`config.mk`:
```
export PLATFORM = sky130hd
export DESIGN_NAME = apu_resp_router
export DESIGN_NICKNAME = d
export VERILOG_FILES = /design/src/rtl/fpu_interco_pkg.sv /design/src/rtl/apu_tag_fifo.sv /design/src/rtl/apu_resp_router.sv
export SDC_FILE = /design/constraint.sdc
export NUM_CORES = 1
export LEC_CHECK = 0
export BUFFER_PORTS_ARGS = -buffer_cell sky130_fd_sc_hd__buf_2
export CAP_MARGIN = 20
export CORE_MARGIN = 10
export CORE_UTILIZATION = 45
export DETAILED_ROUTE_END_ITERATION = 8
export HOLD_SLACK_MARGIN = 0.06
export PLACE_DENSITY = 0.81
export SYNTH_ARGS = -nofsm -noshare
export SYNTH_HDL_FRONTEND = slang
export SYNTH_SLANG_ARGS = --single-unit
```
`constraint.sdc`:
```
create_clock -name clk -period 2.03 [get_ports clk]
set_clock_uncertainty 0.15 [all_clocks]
set_input_delay 0.1015 -clock clk [delete_from_list [all_inputs] [get_ports clk]]
set_output_delay 0.1015 -clock clk [all_outputs]
set_load 0.02 [all_outputs]
```
`src/rtl/fpu_interco_pkg.sv`:
```
// Shared types and default widths for the APU response routing path.
package fpu_interco_pkg;

  localparam int unsigned DATA_WIDTH_DEF  = 32;
  localparam int unsigned RFLAG_WIDTH_DEF = 6;
  localparam int unsigned DEPTH_DEF       = 4;

  // Response payload at the default widths.
  typedef struct packed {
    logic [DATA_WIDTH_DEF-1:0]  rdata;
    logic [RFLAG_WIDTH_DEF-1:0] flag;
  } resp_t;

endpackage

```
`src/rtl/apu_tag_fifo.sv`:
```
// In-order tag FIFO holding the one-hot ID of every operation in flight.
// Power-of-two depth, so the pointers wrap by natural overflow.
module apu_tag_fifo #(
  parameter int unsigned DEPTH = 4,
  parameter int unsigned WIDTH = 8
) (
  input  logic                     clk,
  input  logic                     rst,
  input  logic                     push,
  input  logic [WIDTH-1:0]         push_data,
  input  logic                     pop,
  output logic [WIDTH-1:0]         pop_data,
  output logic                     full,
  output logic                     empty,
  output logic [$clog2(DEPTH):0]   count
);

  localparam int unsigned PW = $clog2(DEPTH);
  localparam int unsigned CW = PW + 1;

  logic [WIDTH-1:0] mem [DEPTH];
  logic [PW-1:0]    wr_ptr;
  logic [PW-1:0]    rd_ptr;
  logic             do_push;
  logic             do_pop;

  assign full     = (count == CW'(DEPTH));
  assign empty    = (count == '0);
  assign do_push  = push & ~full;
  assign do_pop   = pop & ~empty;
  assign pop_data = mem[rd_ptr];

  // Tag storage; contents are don't-care while empty, so no reset.
  always_ff @(posedge clk) begin
    if (do_push) mem[wr_ptr] <= push_data;
  end

  // Pointers and occupancy.
  always_ff @(posedge clk) begin
    if (rst) begin
      wr_ptr <= '0;
      rd_ptr <= '0;
      count  <= '0;
    end else begin
      if (do_push) wr_ptr <= wr_ptr + 1'b1;
      if (do_pop)  rd_ptr <= rd_ptr + 1'b1;
      case ({do_push, do_pop})
        2'b10:   count <= count + 1'b1;
        2'b01:   count <= count - 1'b1;
        default: count <= count;
      endcase
    end
  end

endmodule

```
`src/rtl/apu_resp_router.sv`:
```
// Routes in-order FPU results back to the requesting core by one-hot ID.
// Optional macro APU_RESP_ROUTER_ID_CHECK_EN: reject non-one-hot request
// IDs (granted but not forwarded) and flag them on err_o.
module apu_resp_router
  import fpu_interco_pkg::*;
#(
  parameter int unsigned NB_CORES    = 8,
  parameter int unsigned DATA_WIDTH  = DATA_WIDTH_DEF,
  parameter int unsigned RFLAG_WIDTH = RFLAG_WIDTH_DEF,
  parameter int unsigned DEPTH       = DEPTH_DEF
) (
  input  logic                   clk,
  input  logic                   rst,
  input  logic                   req_i,
  input  logic [NB_CORES-1:0]    id_i,
  output logic                   gnt_o,
  output logic                   fpu_req_o,
  input  logic                   fpu_gnt_i,
  input  logic                   fpu_rvalid_i,
  input  logic [DATA_WIDTH-1:0]  fpu_rdata_i,
  input  logic [RFLAG_WIDTH-1:0] fpu_rflag_i,
  output logic [NB_CORES-1:0]    resp_valid_o,
  output logic [DATA_WIDTH-1:0]  resp_rdata_o,
  output logic [RFLAG_WIDTH-1:0] resp_flag_o,
  output logic                   apu_status_o,
  output logic                   err_o
);

  typedef struct packed {
    logic [DATA_WIDTH-1:0]  rdata;
    logic [RFLAG_WIDTH-1:0] flag;
  } resp_w_t;

  logic                   full;
  logic                   empty;
  logic [$clog2(DEPTH):0] count;
  logic [NB_CORES-1:0]    head_id;
  logic                   id_ok;
  logic                   id_bad;
  logic                   push;
  logic                   pop;
  logic                   orphan;
  resp_w_t                resp_q;

`ifdef APU_RESP_ROUTER_ID_CHECK_EN
  assign id_ok  = (id_i != '0) && ((id_i & (id_i - 1'b1)) == '0);
  assign id_bad = req_i & ~full & ~id_ok;
`else
  assign id_ok  = 1'b1;
  assign id_bad = 1'b0;
`endif

  // Full blocks acceptance outright; a same-cycle pop does not free a slot.
  assign fpu_req_o = req_i & ~full & id_ok;
  assign push      = fpu_req_o & fpu_gnt_i;
  // A bad ID is acknowledged to the core so it does not stall, but never issued.
  assign gnt_o     = push | id_bad;
  assign pop       = fpu_rvalid_i & ~empty;
  assign orphan    = fpu_rvalid_i & empty;

  assign apu_status_o = ~empty;
  assign resp_rdata_o = resp_q.rdata;
  assign resp_flag_o  = resp_q.flag;

  apu_tag_fifo #(
    .DEPTH (DEPTH),
    .WIDTH (NB_CORES)
  ) u_fifo (
    .clk       (clk),
    .rst       (rst),
    .push      (push),
    .push_data (id_i),
    .pop       (pop),
    .pop_data  (head_id),
    .full      (full),
    .empty     (empty),
    .count     (count)
  );

  // Response register: one-cycle valid pulse, payload held between pops.
  always_ff @(posedge clk) begin
    if (rst) begin
      resp_valid_o <= '0;
      resp_q       <= '0;
    end else begin
      resp_valid_o <= pop ? head_id : '0;
      if (pop) resp_q <= '{rdata: fpu_rdata_i, flag: fpu_rflag_i};
    end
  end

  // Sticky protocol error: orphan results and rejected IDs.
  always_ff @(posedge clk) begin
    if (rst) err_o <= 1'b0;
    else if (orphan | id_bad) err_o <= 1'b1;
  end

endmodule
```
==> impl_results.html, run 1 <==
<table>
<tr><th>Metric</th><th>Value</th></tr>
<tr><th colspan="2">Status</th></tr>
<tr><td>Result of the run</td><td>finished, final reports clean</td></tr>
<tr><th colspan="2">Timing</th></tr>
<tr><td>Setup slack after layout</td><td>19.9 ps</td></tr>
<tr><td>Worst slew pin tran</td><td>439 ps</td></tr>
<tr><td>RSZ-0062 raised after global routing</td><td>true</td></tr>
<tr><td>Final Setup Violations</td><td>0</td></tr>
<tr><td>Max-slew violations</td><td>0</td></tr>
<tr><td>Fmax achieved</td><td>0.497 GHz</td></tr>
<tr><td>Crit path time final</td><td>slightly above 2000 ps</td></tr>
<tr><td>Worst slew margin relative to its limit</td><td>0.707</td></tr>
<tr><td>Fraction of the cycle the final worst path needs</td><td>0.990</td></tr>
<tr><td>Final hold violation count</td><td>0</td></tr>
<tr><th colspan="2">CTS</th></tr>
<tr><td>Worst-Skew Late Latency</td><td>340 ps</td></tr>
<tr><td>Maximum level of the CTS H-tree</td><td>3</td></tr>
<tr><td>Number of sinks on the clock net</td><td>86</td></tr>
<tr><td>Clock tree buffer depth</td><td>2</td></tr>
<tr><td>Clock slew seen by the registers of the worst setup and hold paths</td><td>90 ps</td></tr>
<tr><td>Clk Tree Root Cell</td><td>sky130_fd_sc_hd__clkbuf_8</td></tr>
<tr><td>CTS tree</td><td>built</td></tr>
<tr><td>Number of buffers created by CTS</td><td>9</td></tr>
<tr><th colspan="2">Synth</th></tr>
<tr><td>Synthesized-area fraction occupied by and/or/nand/nor cells</td><td>0.136</td></tr>
<tr><td>Flops &amp; latches, synth</td><td>86</td></tr>
<tr><td>Cell area after synthesis</td><td>~0.0032 mm^2</td></tr>
<tr><td>Dominant combinational cell family by area after synthesis</td><td>simple AND/OR/NAND/NOR gates</td></tr>
<tr><td>Post-synth net total</td><td>336</td></tr>
<tr><td>Post-synth cell types</td><td>28</td></tr>
<tr><td>Yosys top cell area share</td><td>0.343</td></tr>
<tr><td>Largest cells by area after synthesis</td><td>sky130_fd_sc_hd__dfxtp_1 (34%), sky130_fd_sc_hd__edfxtp_1 (30%), sky130_fd_sc_hd__nand2_1 (9.2%)</td></tr>
<tr><td>Post-synthesis instance total</td><td>279</td></tr>
<tr><td>Mean Syn Cell Area</td><td>~11 um^2</td></tr>
<tr><td>Post-synthesis mux area share</td><td>0.0639</td></tr>
<tr><td>Number of synthesis warnings</td><td>0</td></tr>
<tr><td>Xor and xnor area share after synthesis</td><td>0.00833</td></tr>
<tr><td>Library cell with the largest summed area after synthesis</td><td>sky130_fd_sc_hd__dfxtp_1</td></tr>
<tr><td>Area fraction in compound gates after synthesis</td><td>0.0817</td></tr>
<tr><td>Portion of the post-synthesis area used by sequential elements</td><td>0.647</td></tr>
<tr><td>Adder-Cell Fraction of Synth Area</td><td>0.0262</td></tr>
<tr><th colspan="2">Route</th></tr>
<tr><td>TritonRoute pass-1 iters</td><td>4</td></tr>
<tr><td>Detailed-route via count</td><td>2503</td></tr>
<tr><td>Initial detailed-routing violation count</td><td>86</td></tr>
<tr><td>DR WL/cell</td><td>15.4 um</td></tr>
<tr><td>Final ANT Viol Nets</td><td>0</td></tr>
<tr><td>Mean number of vias per cell</td><td>4.70</td></tr>
<tr><td>DRC errors left</td><td>0</td></tr>
<tr><td>Post-Route WL</td><td>8190 um</td></tr>
<tr><th colspan="2">Place</th></tr>
<tr><td>Count of input and output buffers</td><td>100</td></tr>
<tr><td>Placed Area</td><td>0.00378 mm^2</td></tr>
<tr><td>Place WS</td><td>-43.9 ps</td></tr>
<tr><td>HPWL after DPL</td><td>roughly 5200 um</td></tr>
<tr><td>Weighted congestion reported at the end of routability-driven placement</td><td>0.738</td></tr>
<tr><th colspan="2">Worst hold path</th></tr>
<tr><td>Hold WC Path Type</td><td>input port to flop</td></tr>
<tr><td>Source of the worst hold timing path</td><td>fpu_gnt_i</td></tr>
<tr><th colspan="2">Power and ir drop</th></tr>
<tr><td>Pwr per Cell Area</td><td>~1100 mW/mm^2</td></tr>
<tr><td>Leakage power total</td><td>1.85 nW</td></tr>
<tr><td>Worst VDD drop</td><td>791 uV</td></tr>
<tr><th colspan="2">Die</th></tr>
<tr><td>Die height</td><td>104 um</td></tr>
<tr><td>Boundary Pins</td><td>101</td></tr>
<tr><td>Starting utilization of the core area</td><td>0.464</td></tr>
<tr><td>Standard-cell row count</td><td>30</td></tr>
<tr><td>Total die area</td><td>0.0108 mm^2</td></tr>
<tr><td>Core footprint</td><td>0.00679 mm^2</td></tr>
<tr><td>Horizontal extent of the die</td><td>104 um</td></tr>
<tr><th colspan="2">Global route</th></tr>
<tr><td>Total congestion overflow after global routing</td><td>0</td></tr>
<tr><td>Global-route usage over all layers</td><td>0.147</td></tr>
<tr><td>Via count of the first global-routing pass</td><td>2547</td></tr>
<tr><td>Maximum number of pins on one net before global-route repair</td><td>between 40 and 50</td></tr>
<tr><td>Global-route wire length before repair</td><td>roughly 13000 um</td></tr>
<tr><td>Number of antenna violations at the first check in global routing</td><td>1</td></tr>
<tr><th colspan="2">Cells and area</th></tr>
<tr><td>Most used cells in the layout excluding fill and tap cells</td><td>sky130_fd_sc_hd__buf_2 (100), sky130_fd_sc_hd__nand2_1 (77), sky130_fd_sc_hd__dfxtp_1 (51)</td></tr>
<tr><td>Leading cell type in the layout, fill and taps excluded</td><td>sky130_fd_sc_hd__buf_2</td></tr>
<tr><td>Share of layout cells above drive strength 1</td><td>0.324</td></tr>
<tr><td>Filler cell count</td><td>478</td></tr>
<tr><td>Layout area overhead</td><td>42.4%</td></tr>
<tr><td>Final #Nets</td><td>a little under 500</td></tr>
<tr><td>Final Cell Area</td><td>0.00449 mm^2</td></tr>
<tr><th colspan="2">Critical path</th></tr>
<tr><td>Data arrival time of the critical path</td><td>2120 ps</td></tr>
<tr><td>Crit Path Class</td><td>flop to flop</td></tr>
<tr><td>Worst path max stage delay</td><td>370 ps</td></tr>
<tr><td>Start point of the critical path</td><td>u_fifo.count[0]</td></tr>
<tr><td>Kind of start point of the critical path</td><td>flop</td></tr>
<tr><td>Destination of the critical timing path</td><td>u_fifo.count[2]</td></tr>
<tr><td>R2R depth</td><td>9</td></tr>
<tr><td>Crit Reg-Reg Endpoint</td><td>u_fifo.count[2]</td></tr>
<tr><td>Cell with the largest stage delay on the worst path</td><td>sky130_fd_sc_hd__dfxtp_4</td></tr>
<tr><td>Cell-by-cell trace of the critical path</td><td>nor2_4, a21oi_4, inv_1, ha_4, inv_1, fa_2, xor2_1, or3_1, a21oi_1</td></tr>
<tr><td>Required time of the critical path</td><td>2140 ps</td></tr>
<tr><td>Worst reg2reg startpoint</td><td>u_fifo.count[0]</td></tr>
<tr><td>Maximum fanout count along the critical path</td><td>3</td></tr>
<tr><td>Minimum setup slack among reg-to-reg paths</td><td>20 ps</td></tr>
<tr><td>Cell seen most often among critical-path stages</td><td>sky130_fd_sc_hd__inv_1</td></tr>
<tr><td>Worst Setup End Kind</td><td>flop</td></tr>
<tr><th colspan="2">Flow run</th></tr>
<tr><td>MaxCap Viol Count</td><td>0</td></tr>
</table>
-- metrics by stage --
| stage | cells | utilization | power (mW) | setup TNS, ps | hold slack (ps) |
|---|---|---|---|---|---|
| floorplan | 279 | - | 3.32 | 0 | 50.4 |
| global placement | 466 | 0.556 | 3.69 | 0 | 163 |
| detailed placement | 466 | 0.556 | 3.75 | -43.9 | 172 |
| CTS | 531 | 0.661 | 5.07 | 0 | 126 |
| global route | 532 | 0.661 | 5.32 | -91.0 | 164 |
| finish | 532 | 0.661 | 5.06 | 0 | 142 |
-- logic make-up after synthesis --
family          Yosys count
compound gates           47
xor+xnor                  3
fa+ha+maj                 6
buf+inv                  24
flops                    86
mux                      10
simple gates            103
-- metal layers --
metal	vias to the layer above	track usage	routed length, um
met4	0	0.0805	272
met2	69	0.273	4540
met5	-	0	0
met3	24	0.0428	333
li1	1237	-	-
met1	1173	0.142	3050
-- layout make-up --
cell class / instances / area (um^2) / area share
Antenna cell: 1 / 2.50 / 0.000557
Inverter: 9 / 33.8 / 0.00752
Clock inverter: 4 / 31.3 / 0.00697
Tap cell: 96 / 120 / 0.0267
Timing Repair Buffer: 155 / 1030 / 0.230
Multi-Input combinational cell: 169 / 1030 / 0.229
Clock buffer: 12 / 188 / 0.0418
Sequential cell: 86 / 2050 / 0.457
-- critical path, delay by kind of cell (launching register included) --
family	cells	cell delay (ps)
adders and majority gates	2	470
and+or+nand+nor	2	440
DFF	1	370
AOI/OAI and AO/OA	2	210
xor gates and xnor gates	1	160
buffers and inverters	2	130
-- sequential cells by signal (all words and copies together) (netlist names) --
signal and flops:
resp_rdata_o 32, u_fifo.mem 32, resp_valid_o 8, resp_flag_o 6
u_fifo.count 3, u_fifo.rd_ptr 2, u_fifo.wr_ptr 2, err_o 1
-- report_power, final --
| group | switching (mW) | leakage [nW] | internal [mW] |
|---|---|---|---|
| Combinational | 0.966 | 1.00 | 0.642 |
| Clock | 0.608 | 0.114 | 0.637 |
| Sequential | 0.152 | 0.732 | 2.05 |
-- synth_stat cells --
library cell               number
sky130_fd_sc_hd__a21oi_2        1
sky130_fd_sc_hd__buf_2          4
sky130_fd_sc_hd__nor2b_1        8
sky130_fd_sc_hd__nand2b_1       3
sky130_fd_sc_hd__mux2i_1        1
sky130_fd_sc_hd__dfxtp_1       54
sky130_fd_sc_hd__o31ai_4        1
sky130_fd_sc_hd__edfxtp_1      32
sky130_fd_sc_hd__buf_1          1
sky130_fd_sc_hd__inv_2          1
sky130_fd_sc_hd__nand2_1       77
sky130_fd_sc_hd__xor2_1         2
sky130_fd_sc_hd__o21ai_0        2
sky130_fd_sc_hd__clkbuf_1       7
sky130_fd_sc_hd__a21oi_1       42
sky130_fd_sc_hd__xnor2_1        1
sky130_fd_sc_hd__a21boi_0       1
sky130_fd_sc_hd__nor3_1         1
sky130_fd_sc_hd__or3_1          2
sky130_fd_sc_hd__inv_1          8
sky130_fd_sc_hd__mux4_2         8
sky130_fd_sc_hd__ha_1           5
sky130_fd_sc_hd__buf_4          1
sky130_fd_sc_hd__and2_1         4
sky130_fd_sc_hd__fa_1           1
sky130_fd_sc_hd__nor2_1         8
sky130_fd_sc_hd__mux2_2         1
sky130_fd_sc_hd__buf_6          2
-- worst min path at each step --
stage                       end  slack, ps  cells past startpoint
6_report       u_fifo.wr_ptr[1]        140                      5
3_3_place_gp   u_fifo.mem[3][4]        160                      1
4_1_cts        u_fifo.wr_ptr[1]        130                      5
3_5_place_dp   u_fifo.mem[3][3]        170                      1
5_1_grt        u_fifo.wr_ptr[1]        160                      5
2_1_floorplan  u_fifo.mem[0][0]         50                      0
-- what timing repair did --
| action | in CTS | in global routing |
|---|---|---|
| pin swaps | 1 | 0 |
| endpoints found under the setup margin | 1 | 1 |
| gates cloned | 0 | 0 |
| buffers inserted | 1 | 0 |
| resized for setup | 1 | 0 |
| endpoints found under the hold margin | 73 | 0 |
| hold buffers | 48 | 0 |
(Power assumes the default switching activity.)
==> inputs of run 2 (changes only) <==
--- a/config.mk
+++ b/config.mk
@@ -7,2 +7,3 @@
 export LEC_CHECK = 0
+export ABC_AREA = 1
 export BUFFER_PORTS_ARGS = -buffer_cell sky130_fd_sc_hd__buf_2
@@ -10,6 +11,6 @@
 export CORE_MARGIN = 10
-export CORE_UTILIZATION = 45
+export CORE_UTILIZATION = 46
 export DETAILED_ROUTE_END_ITERATION = 8
 export HOLD_SLACK_MARGIN = 0.06
-export PLACE_DENSITY = 0.81
+export PLACE_DENSITY = 0.82
 export SYNTH_ARGS = -nofsm -noshare
==> constraint.sdc (replaced) <==
create_clock -name clk -period 2.03 [get_ports clk]
set_clock_uncertainty 0.15 [all_clocks]
set_input_delay 0.3045 -clock clk [delete_from_list [all_inputs] [get_ports clk]]
set_output_delay 0.3045 -clock clk [all_outputs]
set_load 0.02 [all_outputs]
==> run 2 against run 1 <==
Effect of this change:
- final cell count is 8.1% higher
- combinational power rose by 24%
- first-iteration DRC count is 17% higher
- clock power about the same
- synthesized cell count grew 22%
- register-to-register slack gained 110 ps
- via count grew 8.5%
- sequential share of layout area is 0.95 points higher
- total power up 11%
- critical path type unchanged
- critical endpoint unchanged
- highest routed layer unchanged
==> impl_results.html, run 2 <==
<table>
<tr><th>Metric</th><th>Value</th></tr>
<tr><th colspan="2">Die</th></tr>
<tr><td>Boundary Pins</td><td>101 (unchanged)</td></tr>
<tr><td>Horizontal extent of the die</td><td>105 um (+1.2%)</td></tr>
<tr><td>Starting utilization of the core area</td><td>0.481 (+0.0171)</td></tr>
<tr><td>Die height</td><td>105 um (+1.2%)</td></tr>
<tr><td>Core footprint</td><td>0.00691 mm^2 (+1.7%)</td></tr>
<tr><td>Total die area</td><td>0.0110 mm^2 (+2.5%)</td></tr>
<tr><td>Standard-cell row count</td><td>30 (unchanged)</td></tr>
<tr><th colspan="2">Synth</th></tr>
<tr><td>Post-synthesis instance total</td><td>340 (+22%)</td></tr>
<tr><td>Flip-flop cell with the highest count after synthesis</td><td>sky130_fd_sc_hd__dfxtp_1</td></tr>
<tr><td>Share of flip-flops with an asynchronous set or reset</td><td>0 (unchanged)</td></tr>
<tr><td>Most frequent cell after synthesis</td><td>sky130_fd_sc_hd__nor2_1</td></tr>
<tr><td>Largest cells by area after synthesis</td><td>sky130_fd_sc_hd__dfxtp_1 (33%), sky130_fd_sc_hd__edfxtp_1 (29%), sky130_fd_sc_hd__nor2_1 (11%)</td></tr>
<tr><td>Post-synth cell types</td><td>27 (-3.6%)</td></tr>
<tr><td>Post-synth net total</td><td>397 (+18%)</td></tr>
<tr><td>Library cell with the largest summed area after synthesis</td><td>sky130_fd_sc_hd__dfxtp_1</td></tr>
<tr><td>Yosys top cell area share</td><td>0.325 (-0.0175)</td></tr>
<tr><td>Most used standard cells in the synthesized netlist</td><td>sky130_fd_sc_hd__nor2_1 (101), sky130_fd_sc_hd__dfxtp_1 (54), sky130_fd_sc_hd__o21ai_0 (54), sky130_fd_sc_hd__edfxtp_1 (32), sky130_fd_sc_hd__inv_1 (18)</td></tr>
<tr><td>Cell area after synthesis</td><td>0.00332 mm^2 (+5.4%)</td></tr>
<tr><td>Mean Syn Cell Area</td><td>9.78 um^2 (-14%)</td></tr>
<tr><td>Portion of the post-synthesis area used by sequential elements</td><td>0.614 (-0.0331)</td></tr>
<tr><td>Number of synthesis warnings</td><td>0 (unchanged)</td></tr>
<tr><td>Flops &amp; latches, synth</td><td>86 (unchanged)</td></tr>
<tr><td>Count of flip-flops with a built-in enable after synthesis</td><td>32 (unchanged)</td></tr>
<tr><th colspan="2">Power and ir drop</th></tr>
<tr><td>Pwr per Cell Area</td><td>1280 mW/mm^2 (+14%)</td></tr>
<tr><td>Proportion of total power due to net switching</td><td>0.375 (+0.0342)</td></tr>
<tr><td>Switch Pwr</td><td>2.11 mW (+22%)</td></tr>
<tr><td>Total power</td><td>5.63 mW (+11%)</td></tr>
<tr><td>Internal Power</td><td>3.52 mW (+5.5%)</td></tr>
<tr><td>Combinational group share of total power</td><td>0.355 (+0.037)</td></tr>
<tr><td>Clk pwr share</td><td>0.222 (-0.024)</td></tr>
<tr><td>Leakage power total</td><td>1.96 nW (+5.9%)</td></tr>
<tr><td>Sequential share of power</td><td>0.422 (-0.014)</td></tr>
<tr><td>Worst VDD drop</td><td>704 uV (-11%)</td></tr>
<tr><th colspan="2">Route</th></tr>
<tr><td>DRC errors left</td><td>0 (unchanged)</td></tr>
<tr><td>DR WL/cell</td><td>14.1 um (-8.5%)</td></tr>
<tr><td>TritonRoute pass-1 iters</td><td>4 (unchanged)</td></tr>
<tr><td>Detailed-route via count</td><td>2715 (+8.5%)</td></tr>
<tr><td>Initial detailed-routing violation count</td><td>101 (+17%)</td></tr>
<tr><td>Post-Route WL</td><td>8100 um (-1.1%)</td></tr>
<tr><td>Final ANT Viol Nets</td><td>0 (unchanged)</td></tr>
<tr><td>Mean number of vias per cell</td><td>4.72 (+0.36%)</td></tr>
<tr><th colspan="2">Critical path</th></tr>
<tr><td>Crit Path Class</td><td>flop to flop</td></tr>
<tr><td>Maximum fanout count along the critical path</td><td>4 (+1)</td></tr>
<tr><td>Cell with the largest stage delay on the worst path</td><td>sky130_fd_sc_hd__fa_1</td></tr>
<tr><td>Cell-by-cell trace of the critical path</td><td>nor2_4, nand2_2, nand3_2, ha_1, inv_1, fa_1, inv_1, nand2_1, nand3_1, nand2_1, nand2_1, nor2_1</td></tr>
<tr><td>Dominant delay contributor by cell family on the critical path</td><td>simple AND/OR/NAND/NOR gates</td></tr>
<tr><td>Worst path max stage delay</td><td>380 ps (about the same)</td></tr>
<tr><td>Required time of the critical path</td><td>2130 ps (about the same)</td></tr>
<tr><td>Cell seen most often among critical-path stages</td><td>sky130_fd_sc_hd__nand2_1</td></tr>
<tr><td>Buffers and inverters on the worst path</td><td>2 (unchanged)</td></tr>
<tr><td>Data arrival time of the critical path</td><td>2000 ps (-120 ps)</td></tr>
<tr><td>Worst Setup End Kind</td><td>flop</td></tr>
<tr><td>Kind of start point of the critical path</td><td>flop</td></tr>
<tr><th colspan="2">Timing</th></tr>
<tr><td>Crit path time final</td><td>1900 ps (-110 ps)</td></tr>
<tr><td>Fmax achieved</td><td>0.526 GHz (+5.8%)</td></tr>
<tr><td>Worst slew pin tran</td><td>523 ps (+84.3 ps)</td></tr>
<tr><td>Max-slew violations</td><td>0 (unchanged)</td></tr>
<tr><td>Setup TNS after final layout</td><td>0 ps (unchanged)</td></tr>
<tr><td>Final Setup Violations</td><td>0 (unchanged)</td></tr>
<tr><td>Final hold violation count</td><td>0 (unchanged)</td></tr>
<tr><td>Smallest hold slack</td><td>70.0 ps (-72.2 ps)</td></tr>
<tr><td>Worst slew margin relative to its limit</td><td>0.651 (-0.0558)</td></tr>
<tr><td>Fraction of the cycle the final worst path needs</td><td>0.936 (-0.0542)</td></tr>
<tr><td>RSZ-0062 raised after global routing</td><td>false</td></tr>
<tr><td>Setup slack after layout</td><td>130 ps (+110 ps)</td></tr>
<tr><th colspan="2">Cells and area</th></tr>
<tr><td>Share of layout cells above drive strength 1</td><td>0.322 (-0.00196)</td></tr>
<tr><td>Final #Nets</td><td>530 (+8.8%)</td></tr>
<tr><td>Layout area overhead</td><td>31.8%</td></tr>
<tr><td>Final Cell Area</td><td>0.00438 mm^2 (-2.5%)</td></tr>
<tr><td>Leading cell type in the layout, fill and taps excluded</td><td>sky130_fd_sc_hd__nor2_1</td></tr>
<tr><td>Most used cells in the layout excluding fill and tap cells</td><td>sky130_fd_sc_hd__nor2_1 (101), sky130_fd_sc_hd__buf_2 (100), sky130_fd_sc_hd__o21ai_0 (54)</td></tr>
<tr><th colspan="2">Global route</th></tr>
<tr><td>Via count of the first global-routing pass</td><td>2707 (+6.3%)</td></tr>
<tr><td>Total congestion overflow after global routing</td><td>0 (unchanged)</td></tr>
<tr><td>Global-route usage over all layers</td><td>0.145 (-0.00205)</td></tr>
<tr><td>Global-route wire length before repair</td><td>13100 um (+1.8%)</td></tr>
<tr><td>Maximum number of pins on one net before global-route repair</td><td>41 (unchanged)</td></tr>
<tr><td>Number of antenna violations at the first check in global routing</td><td>1 (unchanged)</td></tr>
<tr><th colspan="2">Place</th></tr>
<tr><td>Placed Area</td><td>0.00387 mm^2 (+2.5%)</td></tr>
<tr><td>Weighted congestion reported at the end of routability-driven placement</td><td>0.755 (+2.3%)</td></tr>
<tr><td>HPWL after DPL</td><td>5410 um (+3.1%)</td></tr>
<tr><td>Place WS</td><td>84.4 ps (+128 ps)</td></tr>
<tr><td>Count of input and output buffers</td><td>100 (unchanged)</td></tr>
<tr><th colspan="2">CTS</th></tr>
<tr><td>Number of sinks on the clock net</td><td>86 (unchanged)</td></tr>
<tr><td>Number of buffers created by CTS</td><td>9 (unchanged)</td></tr>
<tr><td>Clock slew seen by the registers of the worst setup and hold paths</td><td>90 ps (about the same)</td></tr>
<tr><td>Buffers inserted by post-CTS timing repair</td><td>0 (-1)</td></tr>
<tr><td>Clock tree buffer depth</td><td>2 (unchanged)</td></tr>
<tr><td>CTS tree</td><td>built</td></tr>
<tr><td>Clk Tree Root Cell</td><td>sky130_fd_sc_hd__clkbuf_8</td></tr>
<tr><td>Maximum level of the CTS H-tree</td><td>3 (unchanged)</td></tr>
<tr><td>Worst-Skew Late Latency</td><td>340 ps (about the same)</td></tr>
<tr><th colspan="2">Status</th></tr>
<tr><td>Result of the run</td><td>finished, final reports clean</td></tr>
<tr><th colspan="2">Worst hold path</th></tr>
<tr><td>Hold WC Path Type</td><td>input port to flop</td></tr>
<tr><th colspan="2">Flow run</th></tr>
<tr><td>MaxCap Viol Count</td><td>0 (unchanged)</td></tr>
</table>
==> run 2: stage by stage <==
step | instances | util
floorplan | 340 | -
global placement | 530 | 0.561
global route | 575 | 0.634
finish | 575 | 0.634
CTS | 574 | 0.633
detailed placement | 530 | 0.561
==> run 2: logic make-up after synthesis <==
group           count (synthesis)  share of synthesized area
simple gates                  141                      0.184
compound gates                 70                      0.106
fa+ha+maj                       6                     0.0248
buf+inv                        37                     0.0707
flops                          86                      0.614
==> run 2: repair_timing <==
| action | in CTS | in global routing |
|---|---|---|
| endpoints found under the hold margin | 53 | 0 |
| gates resized for setup | 0 | 4 |
| setup endpoints to repair | 0 | 1 |
| hold buffers | 28 | 0 |
==> run 2: power groups by stage <==
stage / Clock, mW / Sequential, mW / Combinational (mW)
final: 1.25 / 2.38 / 2.00
after global routing: 1.34 / 2.43 / 2.22
after CTS: 1.27 / 2.37 / 2.01
after detailed placement: 0 / 2.41 / 1.96
after global placement: 0 / 2.39 / 1.91
after floorplan: 0 / 2.77 / 1.12
==> run 2: worst reg2reg max path, delay by kind of cell, from the launching register on <==
kind	cells	cell delay [ps]
and+or+nand+nor	8	610
adders and majority gates	2	550
DFF	1	350
buffers and inverters	2	140
==> run 2: final cells by class <==
class                           count  area (um^2)
Tap cell                           96          120
Multi-Input combinational cell    217         1050
Timing Repair Buffer              138          856
Inverter                           21         86.3
Clock buffer                       13          201
Fill cell                         563         2530
Clock inverter                      3         20.0
Sequential cell                    86         2040
Antenna cell                        1         2.50
==> run 2: routing by layer <==
metal	share of wire	track usage	up-vias	wire length, um
li1	-	-	1376	-
met3	0.049	0.0338	14	396
met2	0.53	0.268	89	4290
met1	0.40	0.151	1236	3240
met5	0	0	-	0
met4	0.022	0.0686	0	177
==> run 2: worst paths after layout <==
| path | startpoint | to | slack [ps] | cells past startpoint |
|---|---|---|---|---|
| hold / removal | fpu_rdata_i[2] | resp_rdata_o[2] | 70 | 3 |
| hold reg to reg | err_o | err_o | 300 | 2 |
| setup reg to reg | u_fifo.count[1] | u_fifo.count[2] | 130 | 12 |
| setup / recovery | u_fifo.count[1] | u_fifo.count[2] | 130 | 12 |
